File: src/rtl/axi_arb_pkg.sv
// Shared types and AXI constants for the interconnect read/write arbiters.
package axi_arb_pkg;

  // Arbiter FSM: wait for a request, forward the address, stream the burst.
  typedef enum logic [1:0] {
    IDLE = 2'd0,
    ADDR = 2'd1,
    DATA = 2'd2
  } arb_state_e;

  // Index of the master that currently owns the slave port.
  typedef logic owner_t;

  // AXI response codes.
  localparam logic [1:0] RESP_OKAY   = 2'b00;
  localparam logic [1:0] RESP_EXOKAY = 2'b01;
  localparam logic [1:0] RESP_SLVERR = 2'b10;
  localparam logic [1:0] RESP_DECERR = 2'b11;

  // AXI burst types.
  localparam logic [1:0] BURST_FIXED = 2'b00;
  localparam logic [1:0] BURST_INCR  = 2'b01;
  localparam logic [1:0] BURST_WRAP  = 2'b10;

  // Remaining-beat counter step; holds at zero so an over-long burst
  // keeps reporting a mismatch instead of wrapping to 255.
  function automatic logic [7:0] beat_cnt_dec(input logic [7:0] cnt);
    return (cnt == 8'd0) ? 8'd0 : cnt - 8'd1;
  endfunction

endpackage

File: src/rtl/axi_rr_pick2.sv
// Two-requester round-robin picker: a lone requester wins outright, a tie
// goes to whichever master did not own the port last.
module axi_rr_pick2
  import axi_arb_pkg::*;
(
  input  logic [1:0] req,
  input  owner_t     last_owner,
  output logic       valid,
  output owner_t     winner
);

  // Pure combinational pick; no state of its own.
  always_comb begin
    valid  = |req;
    winner = (req == 2'b11) ? ~last_owner : req[1];
  end

endmodule

File: src/rtl/axi_arbiter_rd.sv
// Read-channel arbiter: two AXI4 masters share one AXI4 slave read port.
// One burst outstanding at a time; the grant is held until the RLAST beat.
module axi_arbiter_rd
  import axi_arb_pkg::*;
#(
  parameter int ID_WIDTH   = 4,
  parameter int ADDR_WIDTH = 32,
  parameter int DATA_WIDTH = 32
) (
  input  logic                  ACLK,
  input  logic                  ARESET,
  // master 0
  input  logic [ID_WIDTH-1:0]   m0_ARID,
  input  logic [ADDR_WIDTH-1:0] m0_ARADDR,
  input  logic [7:0]            m0_ARLEN,
  input  logic [2:0]            m0_ARSIZE,
  input  logic [1:0]            m0_ARBURST,
  input  logic                  m0_ARVALID,
  output logic                  m0_ARREADY,
  output logic [ID_WIDTH-1:0]   m0_RID,
  output logic [DATA_WIDTH-1:0] m0_RDATA,
  output logic [1:0]            m0_RRESP,
  output logic                  m0_RLAST,
  output logic                  m0_RVALID,
  input  logic                  m0_RREADY,
  // master 1
  input  logic [ID_WIDTH-1:0]   m1_ARID,
  input  logic [ADDR_WIDTH-1:0] m1_ARADDR,
  input  logic [7:0]            m1_ARLEN,
  input  logic [2:0]            m1_ARSIZE,
  input  logic [1:0]            m1_ARBURST,
  input  logic                  m1_ARVALID,
  output logic                  m1_ARREADY,
  output logic [ID_WIDTH-1:0]   m1_RID,
  output logic [DATA_WIDTH-1:0] m1_RDATA,
  output logic [1:0]            m1_RRESP,
  output logic                  m1_RLAST,
  output logic                  m1_RVALID,
  input  logic                  m1_RREADY,
  // slave
  output logic [ID_WIDTH-1:0]   s_ARID,
  output logic [ADDR_WIDTH-1:0] s_ARADDR,
  output logic [7:0]            s_ARLEN,
  output logic [2:0]            s_ARSIZE,
  output logic [1:0]            s_ARBURST,
  output logic                  s_ARVALID,
  input  logic                  s_ARREADY,
  input  logic [ID_WIDTH-1:0]   s_RID,
  input  logic [DATA_WIDTH-1:0] s_RDATA,
  input  logic [1:0]            s_RRESP,
  input  logic                  s_RLAST,
  input  logic                  s_RVALID,
  output logic                  s_RREADY,
  // status
  output logic                  m0_rgrnt,
  output logic                  m1_rgrnt,
  output logic                  rlast_err
);

  arb_state_e state_q, state_d;
  owner_t     owner_q, owner_d;
  owner_t     last_owner_q, last_owner_d;
  logic [7:0] beat_cnt_q, beat_cnt_d;
  logic       rlast_err_q, rlast_err_d;

  logic   pick_valid;
  owner_t pick_winner;
  logic   in_addr, in_data;
  logic   r_hs;

  axi_rr_pick2 u_pick (
    .req        ({m1_ARVALID, m0_ARVALID}),
    .last_owner (last_owner_q),
    .valid      (pick_valid),
    .winner     (pick_winner)
  );

  assign in_addr = (state_q == ADDR);
  assign in_data = (state_q == DATA);
  // s_RREADY is already gated to DATA, so this only fires on owned beats.
  assign r_hs    = s_RVALID & s_RREADY;

  // Next-state logic: grant in IDLE, count beats in DATA, flag RLAST mismatch.
  always_comb begin
    // NOTE: every variable gets a default first so no path leaves it
    // unassigned; a missing default here would infer a latch.
    state_d      = state_q;
    owner_d      = owner_q;
    last_owner_d = last_owner_q;
    beat_cnt_d   = beat_cnt_q;
    rlast_err_d  = 1'b0;
    case (state_q)
      IDLE: begin
        if (pick_valid) begin
          owner_d = pick_winner;
          state_d = ADDR;
        end
      end
      ADDR: begin
        if (s_ARVALID && s_ARREADY) begin
          beat_cnt_d = s_ARLEN;
          state_d    = DATA;
        end
      end
      DATA: begin
        if (r_hs) begin
          beat_cnt_d  = beat_cnt_dec(beat_cnt_q);
          rlast_err_d = s_RLAST ^ (beat_cnt_q == 8'd0);
          if (s_RLAST) begin
            last_owner_d = owner_q;
            state_d      = IDLE;
          end
        end
      end
      default: state_d = IDLE;
    endcase
  end

  // State registers with synchronous reset; m0 wins the first tie.
  always_ff @(posedge ACLK) begin
    // NOTE: non-blocking assignments so every flop samples the pre-edge
    // value of the others, independent of statement order.
    if (ARESET) begin
      state_q      <= IDLE;
      owner_q      <= 1'b0;
      last_owner_q <= 1'b1;
      beat_cnt_q   <= 8'd0;
      rlast_err_q  <= 1'b0;
    end else begin
      state_q      <= state_d;
      owner_q      <= owner_d;
      last_owner_q <= last_owner_d;
      beat_cnt_q   <= beat_cnt_d;
      rlast_err_q  <= rlast_err_d;
    end
  end

  // Owner mux for the address path; payload is unregistered and only
  // qualified by s_ARVALID.
  always_comb begin
    s_ARID     = owner_q ? m1_ARID    : m0_ARID;
    s_ARADDR   = owner_q ? m1_ARADDR  : m0_ARADDR;
    s_ARLEN    = owner_q ? m1_ARLEN   : m0_ARLEN;
    s_ARSIZE   = owner_q ? m1_ARSIZE  : m0_ARSIZE;
    s_ARBURST  = owner_q ? m1_ARBURST : m0_ARBURST;
    s_ARVALID  = in_addr & (owner_q ? m1_ARVALID : m0_ARVALID);
    m0_ARREADY = in_addr & ~owner_q & s_ARREADY;
    m1_ARREADY = in_addr &  owner_q & s_ARREADY;
  end

  // Read-data routing: only the owner sees RVALID; payload is broadcast
  // during DATA and held at zero otherwise so unsolicited beats go nowhere.
  always_comb begin
    s_RREADY  = in_data & (owner_q ? m1_RREADY : m0_RREADY);
    m0_RVALID = in_data & ~owner_q & s_RVALID;
    m1_RVALID = in_data &  owner_q & s_RVALID;
    m0_RID    = in_data ? s_RID   : '0;
    m0_RDATA  = in_data ? s_RDATA : '0;
    m0_RRESP  = in_data ? s_RRESP : '0;
    m0_RLAST  = in_data & s_RLAST;
    m1_RID    = m0_RID;
    m1_RDATA  = m0_RDATA;
    m1_RRESP  = m0_RRESP;
    m1_RLAST  = m0_RLAST;
  end

  // Grant and error status outputs.
  always_comb begin
    m0_rgrnt  = (state_q != IDLE) & ~owner_q;
    m1_rgrnt  = (state_q != IDLE) &  owner_q;
    rlast_err = rlast_err_q;
  end

endmodule

File: config.mk
export PLATFORM = sky130hd
export DESIGN_NAME = axi_arbiter_rd
export DESIGN_NICKNAME = d
export VERILOG_FILES = /design/src/rtl/axi_arb_pkg.sv /design/src/rtl/axi_rr_pick2.sv /design/src/rtl/axi_arbiter_rd.sv
export SDC_FILE = /design/constraint.sdc
export NUM_CORES = 1
export LEC_CHECK = 0
export CAP_MARGIN = 10
export CORE_AREA = 2 2 111 113
export DETAILED_ROUTE_END_ITERATION = 7
export DIE_AREA = 0 0 113 115
export SYNTH_ARGS = -nofsm -noshare
export SYNTH_HDL_FRONTEND = slang
export SYNTH_SLANG_ARGS = --single-unit
File: constraint.sdc
create_clock -name ACLK -period 2.1 [get_ports ACLK]
set_clock_uncertainty 0.05 [all_clocks]
set_input_delay 0.42 -clock ACLK [delete_from_list [all_inputs] [get_ports ACLK]]
set_output_delay 0.42 -clock ACLK [all_outputs]
set_load 0.1 [all_outputs]
==> results.json, run 1 <==
{
  "clock-sinks": 13,
  "synth_nets": 381,
  "power_density_mw_per_mm2": 427,
  "synth_top_area_cell": "mux2_2",
  "routed_wl_um": 10500,
  "violations": "design-rule violations",
  "grt_antenna_before_repair": 0,
  "sw_frac_of_total": 0.489,
  "synthArstFlopShare": 0,
  "seq_area_frac_synth": 0.135,
  "use_met2": 0.312,
  "max_slew.worst_pin.slew_ns": 0.477,
  "placed_area_mm2": 0.00616,
  "ys_ff_latch": 13,
  "dpl.hpwl_um": 9540,
  "p_clk_frac": 0.132,
  "stdcell_area_mm2": 0.00627,
  "critPathMaxFanout": 2,
  "worstHoldStart": "last_owner_q",
  "crit_type": "in -> out",
  "grtUsageTotal": 0.150,
  "wl_per_cell_um": 16.6,
  "total_power_mw": 2.68,
  "synth_cells": 235,
  "post-route-util": 0.531,
  "yosys.area.top_type_share": 0.286,
  "drc": 20,
  "grt-busiest-layer": "met2",
  "dr.pass1.iters": 7,
  "port_buffers": 280,
  "ctsHoldBuffers": 0,
  "first_global_vias": 2811,
  "drv_cap": 0,
  "syn_area_mm2": 0.00193,
  "met1_usage": 0.149,
  "path_cells": "clkdlybuf4s50_1 -> mux2i_2 -> buf_4 -> nor3b_4 -> buf_12",
  "die_w_um": 113,
  "critPathLaunchType": "input port",
  "rsz0062_at_grt": "no",
  "vias": 2721,
  "fin_nets": 631,
  "n_fill_cell": 999,
  "h-tree-depth": 1,
  "cts_inserted_buffers": 3,
  "clock_path_buffers": 2,
  "row_count": 40,
  "place_congestion": 0.823,
  "yosys-top-cells-area": "mux2_2, buf_4, dfxtp_1, and2_1, nor2_1",
  "internal_power_mw": 1.37,
  "power.switching_mw": 1.31,
  "power_frac_seq": 0.105,
  "setup_viol": 0,
  "synth_flop_cell": "dfxtp_1",
  "hold_path.class": "reg -> reg",
  "cts_tree": "yes",
  "ys_types": 42,
  "grt_pass1_wl_um": 15200,
  "clkTransAtPathRegs_ns": 0.04,
  "critPathMaxStageDelay_ns": 0.50,
  "grt_max_degree": 46,
  "end_kind": "output port",
  "hold_ws_ns": 0.448,
  "synth.avg_cell_area_um2": 8.20,
  "fmax_ghz": 0.486,
  "arrival_ns": 1.59,
  "globalRouteMet3Util": 0.0395,
  "die_area_mm2": 0.0130,
  "slew_headroom": 0.681,
  "syn2layout_area_growth_pct": 225,
  "comb_power_share": 0.763,
  "fin_crit_ns": 2.06,
  "start_util": 0.163,
  "ir_worst_vdd_mv": 0.235,
  "ant_nets": 0,
  "core_mm2": 0.0118,
  "finalHoldViolations": 0,
  "cpMaxStageDelayCell": "clkdlybuf4s50_1",
  "period_share": 0.979,
  "yosysWarnings": 0,
  "die_h_um": 115,
  "crit_required_ns": 1.63,
  "synth-edff-count": 0,
  "cts_root_buffer": "clkbuf_16",
  "insertion_delay_ns": 0.24,
  "reg2reg_from": "beat_cnt_q[0]",
  "drive_above_1_share": 0.539,
  "antennaDiodeCount": 0,
  "status": "finished, violations left",
  "p_leak_nw": 2.50,
  "drv_slew": 0,
  "critPathLaunch": "m1_ARVALID",
  "viasPerCell": 4.31,
  "ios": 281,
  "grt_overflow": 0,
  "drt_iter0_markers": 113
}
-- layer usage --
layer	share of wire	wire (µm)	vias to the layer above
met1	0.32	3370	1234
met2	0.56	5880	192
met5	0	0	-
met3	0.11	1150	4
li1	-	-	1291
met4	0.0071	74	0
-- synth_stat cells, types with 3 or more instances --
library cell and n:
a32o_1 4, and2_1 40, buf_2 4, buf_4 40, clkbuf_1 7, dfxtp_1 13, inv_1 4, mux2_2 49
nand2_1 10, nand3b_1 3, nor2_1 12, nor3b_1 3, o21ai_0 7
-- through the flow --
| stage | setup TNS [ns] | worst slack [ns] | instances |
|---|---|---|---|
| after floorplan | -8.17 | -0.205 | 235 |
| after global placement | 0 | 0.0548 | 626 |
| after detailed placement | 0 | 0.0401 | 626 |
| after CTS | 0 | 0.0129 | 630 |
| after global routing | 0 | 0.000996 | 631 |
| final | 0 | 0.0438 | 631 |
-- cells by family (layout without fill, tap and decap cells) --
logic type                 after synthesis  count (layout)  share of synthesized area
xor gates and xnor gates                 1               1                    0.00454
DFF                                     13              13                      0.135
muxes                                   51              51                      0.297
adders and majority gates                1               1                    0.00649
buffers and inverters                   57             306                      0.192
and+or+nand+nor                         84              84                      0.260
AOI/OAI and AO/OA                       28              28                      0.106
-- final cells by class --
cell class / count / area [µm²] / area share
Clock buffer: 4 / 78.8 / 0.0126
Sequential cell: 13 / 263 / 0.0419
Inverter: 5 / 18.8 / 0.00299
Tap cell: 147 / 184 / 0.0293
Timing Repair Buffer: 297 / 4310 / 0.687
Multi-Input combinational cell: 165 / 1420 / 0.226
-- flip-flops by register name (all words and copies together) (netlist names) --
| signal | flops |
|---|---|
| rlast_err | 1 |
| beat_cnt_q | 8 |
| last_owner_q | 1 |
| owner_q | 1 |
| state_q | 2 |
-- layout by cell type (no fill, tap or decap), types with 3 or more instances in the layout --
cell type,count
dfxtp_1,11
nor2_4,6
buf_4,16
and2_2,39
clkbuf_16,3
nand2_1,10
inv_1,4
buf_12,137
clkdlybuf4s50_1,143
mux2_2,49
nand3b_1,3
a32o_1,4
nor2_1,5
o21ai_0,7
-- power groups by stage --
stage,Combinational [mW],Clock [mW],Sequential [mW]
5_1_grt,2.11,0.379,0.283
4_1_cts,2.05,0.360,0.279
3_5_place_dp,2.04,0,0.283
3_3_place_gp,2.03,0,0.281
2_1_floorplan,1.16,0,0.275
6_report,2.04,0.353,0.281
-- final timing paths --
check / endpoint / slack, ns / depth (start not counted)
setup / recovery: s_ARVALID / 0.04 / 5
hold / removal: last_owner_q / 0.45 / 2
setup reg to reg: beat_cnt_q[5] / 0.12 / 6
hold reg to reg: last_owner_q / 0.45 / 2
-- critical path, delay by kind of cell --
kind                   cells  cell delay [ns]
and+or+nand+nor            1             0.22
muxes                      1             0.09
buffers and inverters      3             0.85
-- what timing repair did --
action | in CTS | in global routing
setup endpoints to repair | 0 | 69
setup buffers | 0 | 1
gates resized for setup | 0 | 6
Note: power is estimated with default switching activity, not from simulation.
==> inputs of run 2 (changes only) <==
- CAP_MARGIN: 10 -> 20
==> results of run 2 <==
Final layout, timing and power as in run 1 (identical DEF).
==> inputs of run 3 (changes only) <==
- CORE_AREA: 2 2 111 113 -> 2 2 108 110
- DIE_AREA: 0 0 113 115 -> 0 0 110 112
- DONT_BUFFER_PORTS: not set -> 1
==> results.json, run 3 (same netlist as run 1, synthesis figures left out) <==
{
  "largest-register": "beat_cnt_q",
  "ctsHoldBuffers": 0,
  "drc": 0,
  "fin_crit_ns": 2.02,
  "max_slew.worst_pin.slew_ns": 0.562,
  "holdPathStages": 1,
  "grt_overflow": 0,
  "row_count": 39,
  "seq_area_um2": 263,
  "h-tree-depth": 1,
  "grt_antenna_before_repair": 0,
  "fmax_ghz": 0.496,
  "grt_pass1_wl_um": 13000,
  "clkTransAtPathRegs_ns": 0.04,
  "syn2layout_area_growth_pct": 115,
  "reg2reg_from": "beat_cnt_q[1]",
  "status": "complete, no violations",
  "instances_no_fill": 446,
  "dr.pass1.iters": 4,
  "mostFrequentLayoutCell": "buf_12",
  "start_util": 0.173,
  "dpl.hpwl_um": 8230,
  "whs_endpoint": "owner_q",
  "reg.largest.list": "beat_cnt_q (8), state_q (2)",
  "reg2reg_slack_ns": 0.12,
  "hold_path.class": "in -> reg",
  "power_frac_seq": 0.119,
  "core_mm2": 0.0112,
  "slew_headroom": 0.625,
  "drv_slew": 0,
  "finalWorstSetupSlack_ns": 0.0822,
  "power_density_mw_per_mm2": 568,
  "stdcell_area_mm2": 0.00415,
  "pre_cts_ws_ns": 0.0442,
  "p_clk_frac": 0.153,
  "clock_path_buffers": 2,
  "placed_area_mm2": 0.00404,
  "dp.cells": 440,
  "drive_above_1_share": 0.736,
  "grt_max_degree": 45,
  "finalHoldViolations": 0,
  "crit_required_ns": 1.63,
  "critPathMaxFanout": 42,
  "ios": 281,
  "die_w_um": 110,
  "ir_worst_vdd_mv": 0.308,
  "critPathLaunchType": "register",
  "comb_power_share": 0.728,
  "cts_inserted_buffers": 3,
  "r2r.worst_path.cells": 7,
  "first_global_vias": 2206,
  "final_cell_mix": "buf_12, mux2_2, and2_2",
  "clock-sinks": 13,
  "total_power_mw": 2.36,
  "place_congestion": 0.777,
  "vias": 2061,
  "hold_ws_ns": 0.189,
  "n_fill_cell": 1077,
  "viasPerCell": 4.62,
  "die_h_um": 112,
  "sw_frac_of_total": 0.539,
  "worstHoldStart": "ARESET",
  "worst_r2r_endpoint": "beat_cnt_q[3]",
  "setup-tns-final_ns": 0,
  "largest_register_ffs": 8,
  "cts_root_buffer": "clkbuf_16",
  "multi_input_area_mm2": 0.00141,
  "port_buffers": 0,
  "insertion_delay_ns": 0.24,
  "ant_nets": 0,
  "arrival_ns": 1.55,
  "fin_nets": 450,
  "drv_cap": 0,
  "wl_per_cell_um": 21.1,
  "p_leak_nw": 1.65,
  "antennaDiodeCount": 0,
  "internal_power_mw": 1.09,
  "setup_viol": 0,
  "end_kind": "output port",
  "power.switching_mw": 1.27,
  "post-route-util": 0.372,
  "routed_wl_um": 9420,
  "crit_type": "reg -> out",
  "drt_iter0_markers": 70,
  "die_area_mm2": 0.0123,
  "grtUsageTotal": 0.143,
  "cts_tree": "yes",
  "period_share": 0.961
}
[run 3: final cells by class]
class / instances / share of cell area
clock buffer: 4 / 0.0190
inverter: 5 / 0.00452
multi-input combinational: 165 / 0.340
sequential: 13 / 0.0633
tap: 143 / 0.0431
timing repair buffer: 116 / 0.530
[run 3: worst max path at each step]
| stage | cells past startpoint | slack (ns) | from | end |
|---|---|---|---|---|
| after CTS | 6 | 0.02 | beat_cnt_q[0] | beat_cnt_q[5] |
| after floorplan | 4 | -0.20 | state_q[1] | m1_RDATA[23] |
| after global routing | 6 | -0.006 | beat_cnt_q[0] | beat_cnt_q[5] |
| after global placement | 6 | 0.16 | beat_cnt_q[0] | beat_cnt_q[5] |
| final | 4 | 0.08 | state_q[1] | m1_RDATA[12] |
| after detailed placement | 6 | 0.04 | beat_cnt_q[0] | beat_cnt_q[5] |
[run 3: worst max-delay path: stages (launching register included)]
cell	delay, ns
dfxtp_2	0.39
nor2b_2	0.24
buf_12	0.20
and2_2	0.20
buf_12	0.25
[run 3: power by group through the flow]
stage / logic (mW) / clock network [mW] / registers [mW]
global placement: 1.69 / 0 / 0.281
global route: 1.76 / 0.377 / 0.283
CTS: 1.71 / 0.362 / 0.279
finish: 1.72 / 0.361 / 0.281
floorplan: 1.16 / 0 / 0.275
detailed placement: 1.71 / 0 / 0.283
[run 3: what timing repair did]
action | CTS | global route
buffers inserted | 0 | 1
cloned | 0 | 1
resized for setup | 1 | 1
setup endpoints to repair | 10 | 6
pin swaps | 0 | 1
hold endpoints to repair | 0 | 0
[run 3: per-layer routing]
| metal | part of all wire | GRT usage |
|---|---|---|
| met4 | 0.011 | 0.0380 |
| met1 | 0.30 | 0.131 |
| met5 | 0 | 0 |
| met3 | 0.093 | 0.0287 |
| met2 | 0.59 | 0.301 |
